--- config.mk ---
export PLATFORM = sky130hd
export DESIGN_NAME = cell_highlight_flat
export DESIGN_NICKNAME = d
export VERILOG_FILES = /design/src/rtl/cell_highlight_if.sv /design/src/rtl/cell_highlight.sv /design/src/flat_wrapper.sv
export SDC_FILE = /design/constraint.sdc
export NUM_CORES = 1
export LEC_CHECK = 0
export CORE_ASPECT_RATIO = 1.75
export CORE_UTILIZATION = 45
export DETAILED_ROUTE_END_ITERATION = 8
export PLACE_DENSITY = 0.81
export SYNTH_ARGS = -nofsm -noshare
export SYNTH_HDL_FRONTEND = slang
export SYNTH_SLANG_ARGS = --single-unit
--- constraint.sdc ---
create_clock -name clk -period 3.3 [get_ports clk]
set_input_delay 0.99 -clock clk [delete_from_list [all_inputs] [get_ports clk]]
set_output_delay 0.99 -clock clk [all_outputs]
set_load 0.02 [all_outputs]
--- src/rtl/cell_highlight_if.sv ---
// VGA pixel-stream bundle: timing counters, sync/blank strobes and RGB444 colour.
interface cell_highlight_if;
    logic [10:0] hcount;
    logic        hsync;
    logic        hblnk;
    logic [10:0] vcount;
    logic        vsync;
    logic        vblnk;
    logic [11:0] rgb;

    modport master (output hcount, hsync, hblnk, vcount, vsync, vblnk, rgb);
    modport slave  (input  hcount, hsync, hblnk, vcount, vsync, vblnk, rgb);
endinterface

--- src/rtl/cell_highlight.sv ---
// Draws a blinking border around the selected board cell; selection is frame-latched,
// and the pixel stream passes through a fixed 2-stage pipeline.
module cell_highlight #(
    parameter int          BOARD_X      = 100,
    parameter int          BOARD_Y      = 200,
    parameter int          CELL_SHIFT   = 5,
    parameter int          GRID_CELLS   = 10,
    parameter int          BLINK_FRAMES = 30,
    parameter logic [11:0] HL_COLOR     = 12'hF00
) (
    input  logic                    clk,
    input  logic                    rst,
    cell_highlight_if.slave         vga_in,
    cell_highlight_if.master        vga_out,
    input  logic [7:0]              sel_cor,
    output logic                    sel_active
);
    typedef struct packed {
        logic [10:0] hcount;
        logic        hsync;
        logic        hblnk;
        logic [10:0] vcount;
        logic        vsync;
        logic        vblnk;
        logic [11:0] rgb;
    } vga_t;

    localparam logic [7:0]             SEL_NONE = 8'hFF;
    localparam logic [4:0]             GRID_N   = 5'(GRID_CELLS);
    localparam logic [7:0]             BLINK_M1 = 8'(BLINK_FRAMES - 1);
    localparam logic signed [11:0]     BX       = 12'(BOARD_X);
    localparam logic signed [11:0]     BY       = 12'(BOARD_Y);
    localparam logic signed [11:0]     SPAN     = 12'(GRID_CELLS << CELL_SHIFT);
    localparam logic [CELL_SHIFT-1:0]  EDGE_HI  = '1;

    // ---------------- frame-rate control ----------------
    logic       vblnk_prev;
    logic       frame_stb;
    logic [7:0] sel_q, sel_next;
    logic [7:0] blink_cnt;
    logic       blink_on;

    assign frame_stb = vga_in.vblnk & ~vblnk_prev;

    always_comb begin
        sel_next = SEL_NONE;
        if ({1'b0, sel_cor[7:4]} < GRID_N && {1'b0, sel_cor[3:0]} < GRID_N)
            sel_next = sel_cor;
    end

    always_ff @(posedge clk) begin
        if (rst) begin
            vblnk_prev <= 1'b0;
            sel_q      <= SEL_NONE;
            sel_active <= 1'b0;
            blink_cnt  <= 8'd0;
            blink_on   <= 1'b1;
        end else begin
            vblnk_prev <= vga_in.vblnk;
            if (frame_stb) begin
                sel_q      <= sel_next;
                sel_active <= (sel_next != SEL_NONE);
                // A fresh selection restarts the blink phase so it shows at once.
                if (sel_next != sel_q) begin
                    blink_cnt <= 8'd0;
                    blink_on  <= 1'b1;
                end else if (blink_cnt == BLINK_M1) begin
                    blink_cnt <= 8'd0;
                    blink_on  <= ~blink_on;
                end else begin
                    blink_cnt <= blink_cnt + 8'd1;
                end
            end
        end
    end

    // ---------------- stage 1: geometry ----------------
    logic signed [11:0]    dx, dy;
    logic [3:0]            col, row;
    logic [CELL_SHIFT-1:0] dx_lo, dy_lo;
    logic                  in_board, border, match;
    vga_t                  pix_in, s1, s2;
    logic                  s1_match;

    always_comb begin
        pix_in   = '{vga_in.hcount, vga_in.hsync, vga_in.hblnk,
                     vga_in.vcount, vga_in.vsync, vga_in.vblnk, vga_in.rgb};
        dx       = $signed({1'b0, vga_in.hcount}) - BX;
        dy       = $signed({1'b0, vga_in.vcount}) - BY;
        in_board = !dx[11] && !dy[11] && (dx < SPAN) && (dy < SPAN);
        col      = dx[CELL_SHIFT+3:CELL_SHIFT];
        row      = dy[CELL_SHIFT+3:CELL_SHIFT];
        dx_lo    = dx[CELL_SHIFT-1:0];
        dy_lo    = dy[CELL_SHIFT-1:0];
        border   = (dx_lo == '0) || (dx_lo == EDGE_HI) ||
                   (dy_lo == '0) || (dy_lo == EDGE_HI);
        match    = in_board && border && ({col, row} == sel_q) && (sel_q != SEL_NONE);
    end

    always_ff @(posedge clk) begin
        if (rst) begin
            s1       <= '0;
            s1_match <= 1'b0;
        end else begin
            s1       <= pix_in;
            s1_match <= match;
        end
    end

    // ---------------- stage 2: overlay ----------------
    always_ff @(posedge clk) begin
        if (rst) begin
            s2 <= '0;
        end else begin
            s2     <= s1;
            s2.rgb <= (s1_match && blink_on && !s1.hblnk && !s1.vblnk) ? HL_COLOR : s1.rgb;
        end
    end

    assign vga_out.hcount = s2.hcount;
    assign vga_out.hsync  = s2.hsync;
    assign vga_out.hblnk  = s2.hblnk;
    assign vga_out.vcount = s2.vcount;
    assign vga_out.vsync  = s2.vsync;
    assign vga_out.vblnk  = s2.vblnk;
    assign vga_out.rgb    = s2.rgb;
endmodule
--- src/flat_wrapper.sv ---
// flat-port wrapper written by rule: the top's interface ports become plain ports
module cell_highlight_flat 
#(
    parameter int          BOARD_X      = 100,
    parameter int          BOARD_Y      = 200,
    parameter int          CELL_SHIFT   = 5,
    parameter int          GRID_CELLS   = 10,
    parameter int          BLINK_FRAMES = 30,
    parameter logic [11:0] HL_COLOR     = 12'hF00
)
  (clk, rst, sel_cor, sel_active, vga_in_hcount, vga_in_hsync, vga_in_hblnk, vga_in_vcount, vga_in_vsync, vga_in_vblnk, vga_in_rgb, vga_out_hcount, vga_out_hsync, vga_out_hblnk, vga_out_vcount, vga_out_vsync, vga_out_vblnk, vga_out_rgb);
  cell_highlight_if vga_in_i ();
  cell_highlight_if vga_out_i ();
  input  logic clk;
  input  logic rst;
  input  logic [7:0] sel_cor;
  output logic sel_active;
  input wire logic [$bits(vga_in_i.hcount)-1:0] vga_in_hcount;
  input wire logic [$bits(vga_in_i.hsync)-1:0] vga_in_hsync;
  input wire logic [$bits(vga_in_i.hblnk)-1:0] vga_in_hblnk;
  input wire logic [$bits(vga_in_i.vcount)-1:0] vga_in_vcount;
  input wire logic [$bits(vga_in_i.vsync)-1:0] vga_in_vsync;
  input wire logic [$bits(vga_in_i.vblnk)-1:0] vga_in_vblnk;
  input wire logic [$bits(vga_in_i.rgb)-1:0] vga_in_rgb;
  output wire logic [$bits(vga_out_i.hcount)-1:0] vga_out_hcount;
  output wire logic [$bits(vga_out_i.hsync)-1:0] vga_out_hsync;
  output wire logic [$bits(vga_out_i.hblnk)-1:0] vga_out_hblnk;
  output wire logic [$bits(vga_out_i.vcount)-1:0] vga_out_vcount;
  output wire logic [$bits(vga_out_i.vsync)-1:0] vga_out_vsync;
  output wire logic [$bits(vga_out_i.vblnk)-1:0] vga_out_vblnk;
  output wire logic [$bits(vga_out_i.rgb)-1:0] vga_out_rgb;
  assign vga_in_i.hcount = vga_in_hcount;
  assign vga_in_i.hsync = vga_in_hsync;
  assign vga_in_i.hblnk = vga_in_hblnk;
  assign vga_in_i.vcount = vga_in_vcount;
  assign vga_in_i.vsync = vga_in_vsync;
  assign vga_in_i.vblnk = vga_in_vblnk;
  assign vga_in_i.rgb = vga_in_rgb;
  assign vga_out_hcount = vga_out_i.hcount;
  assign vga_out_hsync = vga_out_i.hsync;
  assign vga_out_hblnk = vga_out_i.hblnk;
  assign vga_out_vcount = vga_out_i.vcount;
  assign vga_out_vsync = vga_out_i.vsync;
  assign vga_out_vblnk = vga_out_i.vblnk;
  assign vga_out_rgb = vga_out_i.rgb;
  cell_highlight #(.BOARD_X(BOARD_X), .BOARD_Y(BOARD_Y), .CELL_SHIFT(CELL_SHIFT), .GRID_CELLS(GRID_CELLS), .BLINK_FRAMES(BLINK_FRAMES), .HL_COLOR(HL_COLOR)) u_core (.clk(clk), .rst(rst), .vga_in(vga_in_i), .vga_out(vga_out_i), .sel_cor(sel_cor), .sel_active(sel_active));
endmodule
==> summary.md <==
| Metric | Value |
|---|---|
| Slowest cell on the critical path | `clkdlybuf4s50_1` |
| CTS clk-pin slew, worst paths | `0.06 ns` |
| Multi-input logic area | `1540 µm²` |
| H-tree depth | `3` |
| Peak VDD IR | `0.286 mV` |
| Lkg Pwr | `1.83 nW` |
| Initial Util | `46.9%` |
| Detailed Route WL | `7350 µm` |
| RSZ-0062 raised after global routing | `false` |
| Clk pwr share | `42.3%` |
| EDFF count, synth | `0` |
| WP data arrival | `3.21 ns` |
| Number of top-level pins | `87` |
| FFs w/ async S/R, synth | `0%` |
| Launching point of the worst reg2reg path | `u_core.blink_cnt[0]` |
| Int Pwr | `2.03 mW` |
| Hold EP | `u_core.vga_out.rgb[6]` |
| Core Box Area | `7620 µm²` |
| Final-stage net count | `about 500` |
| Dpl cell area | `4470 µm²` |
| Synth Register Bits | `between 90 and 100` |
| Gate Count Post-Synth | `363` |
| Dominant synthesized flop cell | `dfxtp_1` |
| # diodes | `0` |
| Top cells by area, synth | `dfxtp_1, nor2b_1, nor2_1` |
| Area Growth Syn to Fin | `34.1%` |
| CP peak stage delay | `between 0.5 and 0.6 ns` |
| Vias in the first global route | `2,648` |
| Root Driver | `clkbuf_16` |
| Reg area | `approximately 1900 µm²` |
| Cts hold-fix bufs | `0` |
| Die area | `8320 µm²` |
| Setup ws final | `0.324 ns` |
| Power Dens Cells | `541 nW/µm²` |
| GPL Wtd Cong | `0.844` |
| Worst Hold Class | `flop to flop` |
| Synth unique cells | `51` |
| Seq/Total Area, Yosys | `53.2%` |
| Met3 usage | `~4.4%` |
| DRC errors left | `0` |
| NetSw | `~560 µW` |
| Pre-CTS WS | `between 0.0007 and 0.0008 ns` |
| Crit end category | `flop` |
| R2r worst-path depth | `5` |
| # Max-Cap Violations | `0` |
| Post-route insts no fill | `about 540` |
| # placed instances | `525` |
| Via-to-Cell Ratio | `5.09` |
| Reg2reg setup slack | `roughly 1.5 ns` |
| Fillers | `630` |
| Sum Neg Setup Slack | `0 ns` |
| DRT Pass-1 Iters | `4` |
| DIE WIDTH | `69.4 µm` |
| Actual slew at the worst max-slew pin | `0.652 ns` |
| Hold Worst Slack | `0.426 ns` |
| Hold Violations, Final | `0` |
| Final Max Tran Viols | `0` |
| Sequential share of power | `between 40% and 50%` |
| Util after Layout | `a little over three fifths` |
| Syn nets | `approximately 410` |
| Via count | `2,751` |
| First-pass GRT wire length | `12,200 µm` |
| Syn avg cell area | `between 9 and 10 µm²` |
| Gate power share | `11.0%` |
| GR Util All Layers | `18.8%` |
| HPWL Detailed | `5230 µm` |
| Reg-to-reg endpoint | `u_core.blink_cnt[4]` |
| Post-CTS sizing | `0` |
| Worst skew pair latency | `0.34 ns` |
| Yosys warns | `0` |
| Largest net degree at the start of global routing | `59` |
| Critical path type | `primary input to flop` |
| Buffers added on ports | `86` |
| Hold wc startpoint | `u_core.s1[6]` |
| TritonCTS clock tree | `built` |
| Hold depth | `1` |
| Share of cells above drive strength 1 | `about 6.8%` |
| Critical path fanouts, max | `4` |
| Gr busiest metal | `met2` |
| # rows | `42` |
| Met2 Track Usage GR | `33.9%` |
| Setup Fix Bufs, Post-CTS | `0` |
| Status | `finished clean` |
| Tcrit/Tclk final | `90.2%` |
| Worst-path cell chain | `clkdlybuf4s50_1 > inv_1 > ha_1 > nand2_1 > or4_1 > o311ai_0 > nand4_1 > or3_1 > nor4_1` |
| Initial antenna violation count | `0` |
| Min Tclk post-route | `between 2 and 3 ns` |
| Area leader, netlist | `dfxtp_1` |
| Post-Syn Area | `3580 µm²` |
| Total gr overflow | `0` |
| Startpoint types | `primary input` |
| Req. time, crit path | `3.53 ns` |
| Area share of the leading cell type in the synthesized netlist | `53.2%` |
| Total chip power | `2.59 mW` |
| Final setup vio count | `0` |
| Die height | `between 100 and 150 µm` |
| CTS buffer count | `9` |
| Worst-case clock buffer depth | `2` |
| Wirelength per Cell | `13.6 µm` |
| Fin Clk Skew | `0.00449 ns` |
| Final instance area | `between 4000 and 5000 µm²` |
| Slew HR | `56.2%` |
| # clock sinks | `95` |
| Antenna-violating nets left | `0` |
| Grt met1 use | `between 10% and 20%` |
| DRT iter0 DRCs | `roughly 160` |
| Sw frac | `a little over a fifth` |
| Maximum clock rate | `roughly 340 MHz` |
## how the worst max path moves through the flow
| stage | end | cells past startpoint | startpoint |
|---|---|---|---|
| 2_1_floorplan | u_core.s1_match | 7 | vga_in_vcount[4] |
| 3_3_place_gp | u_core.s1_match | 9 | vga_in_vcount[3] |
| 3_5_place_dp | u_core.s1_match | 9 | vga_in_vcount[3] |
| 4_1_cts | u_core.s1_match | 9 | vga_in_vcount[3] |
| 5_1_grt | u_core.s1_match | 9 | vga_in_vcount[3] |
| 6_report | u_core.s1_match | 9 | vga_in_vcount[3] |
## Yosys cell counts (all sizes together), types with 8 or more instances
| cell | n |
|---|---|
| dfxtp | 95 |
| nor2 | 36 |
| xor2 | 8 |
| nor3 | 18 |
| and2 | 8 |
| a21oi | 11 |
| nor2b | 65 |
| xnor2 | 12 |
| nand2 | 14 |
| clkbuf | 14 |
## cell type report
cell class                      count  area share, %
Tap cell                           88           2.29
Sequential cell                    95           39.6
Multi-Input combinational cell    244           32.2
Clock buffer                       12           5.14
Inverter                            7          0.548
Clock inverter                      4           1.62
Timing Repair Buffer               91           18.6
## critical path, delay by kind of cell
family                     cells  cell delay [ns]
adders and majority gates      1             0.30
AOI/OAI and AO/OA              1             0.12
buffers and inverters          2             0.61
and+or+nand+nor                5             1.18
## placed cells by master, fill, tap and decap left out, types with 2 or more instances in the layout
master	Yosys	routed
a211o_1	2	2
a211oi_1	4	4
a21oi_1	10	10
a31oi_1	2	2
and2_1	8	8
buf_4	1	5
bufinv_16	0	2
clkbuf_1	11	2
clkbuf_16	0	9
clkdlybuf4s50_1	0	85
dfxtp_1	95	95
ha_1	3	3
inv_1	7	7
nand2_1	14	14
nand2b_1	2	2
nand3_1	4	4
nand4_1	7	7
nor2_1	36	36
nor2b_1	65	65
nor3_1	18	18
nor4_1	4	4
nor4b_1	2	2
o211ai_1	2	2
o21a_1	2	2
o21a_4	2	2
o21ai_0	5	5
o21bai_1	7	7
o22ai_1	2	2
o22ai_2	2	2
or3_1	2	2
xnor2_1	12	12
xor2_1	8	8
## power by group through the flow
stage / combinational, mW / sequential [mW] / clock, mW
after global routing: 0.307 / 1.22 / 1.17
after floorplan: 0.135 / 1.26 / 0
after detailed placement: 0.283 / 1.24 / 0
after global placement: 0.277 / 1.24 / 0
final: 0.284 / 1.21 / 1.10
after CTS: 0.285 / 1.21 / 1.12
## cell families (layout without fill, tap and decap cells)
family                     count (synthesis)  after routing  share of synthesized area, %
AOI/OAI and AO/OA                         48             48                          10.2
xor gates and xnor gates                  20             20                          4.90
adders and majority gates                  3              3                          1.05
buffers and inverters                     24            114                          3.71
DFF                                       95             95                          53.2
and+or+nand+nor                          173            173                          27.0
## state kept, by name, indices dropped and copies added (netlist names)
| name | cells |
|---|---|
| u_core.blink_cnt | 8 |
| u_core.blink_on | 1 |
| u_core.s1 | 38 |
| u_core.s1_match | 1 |
| u_core.sel_active | 1 |
| u_core.sel_q | 8 |
| u_core.vga_out.hblnk | 1 |
| u_core.vga_out.hcount | 11 |
| u_core.vga_out.hsync | 1 |
| u_core.vga_out.rgb | 12 |
| u_core.vga_out.vblnk | 1 |
| u_core.vga_out.vcount | 11 |
| u_core.vga_out.vsync | 1 |
## per-layer routing
metal | wire [µm] | up-vias
li1 | - | 1394
met1 | 2880 | 1269
met2 | 3970 | 72
met3 | 218 | 16
met4 | 277 | 0
met5 | 0 | -
Note: power is estimated with default switching activity, not from simulation.
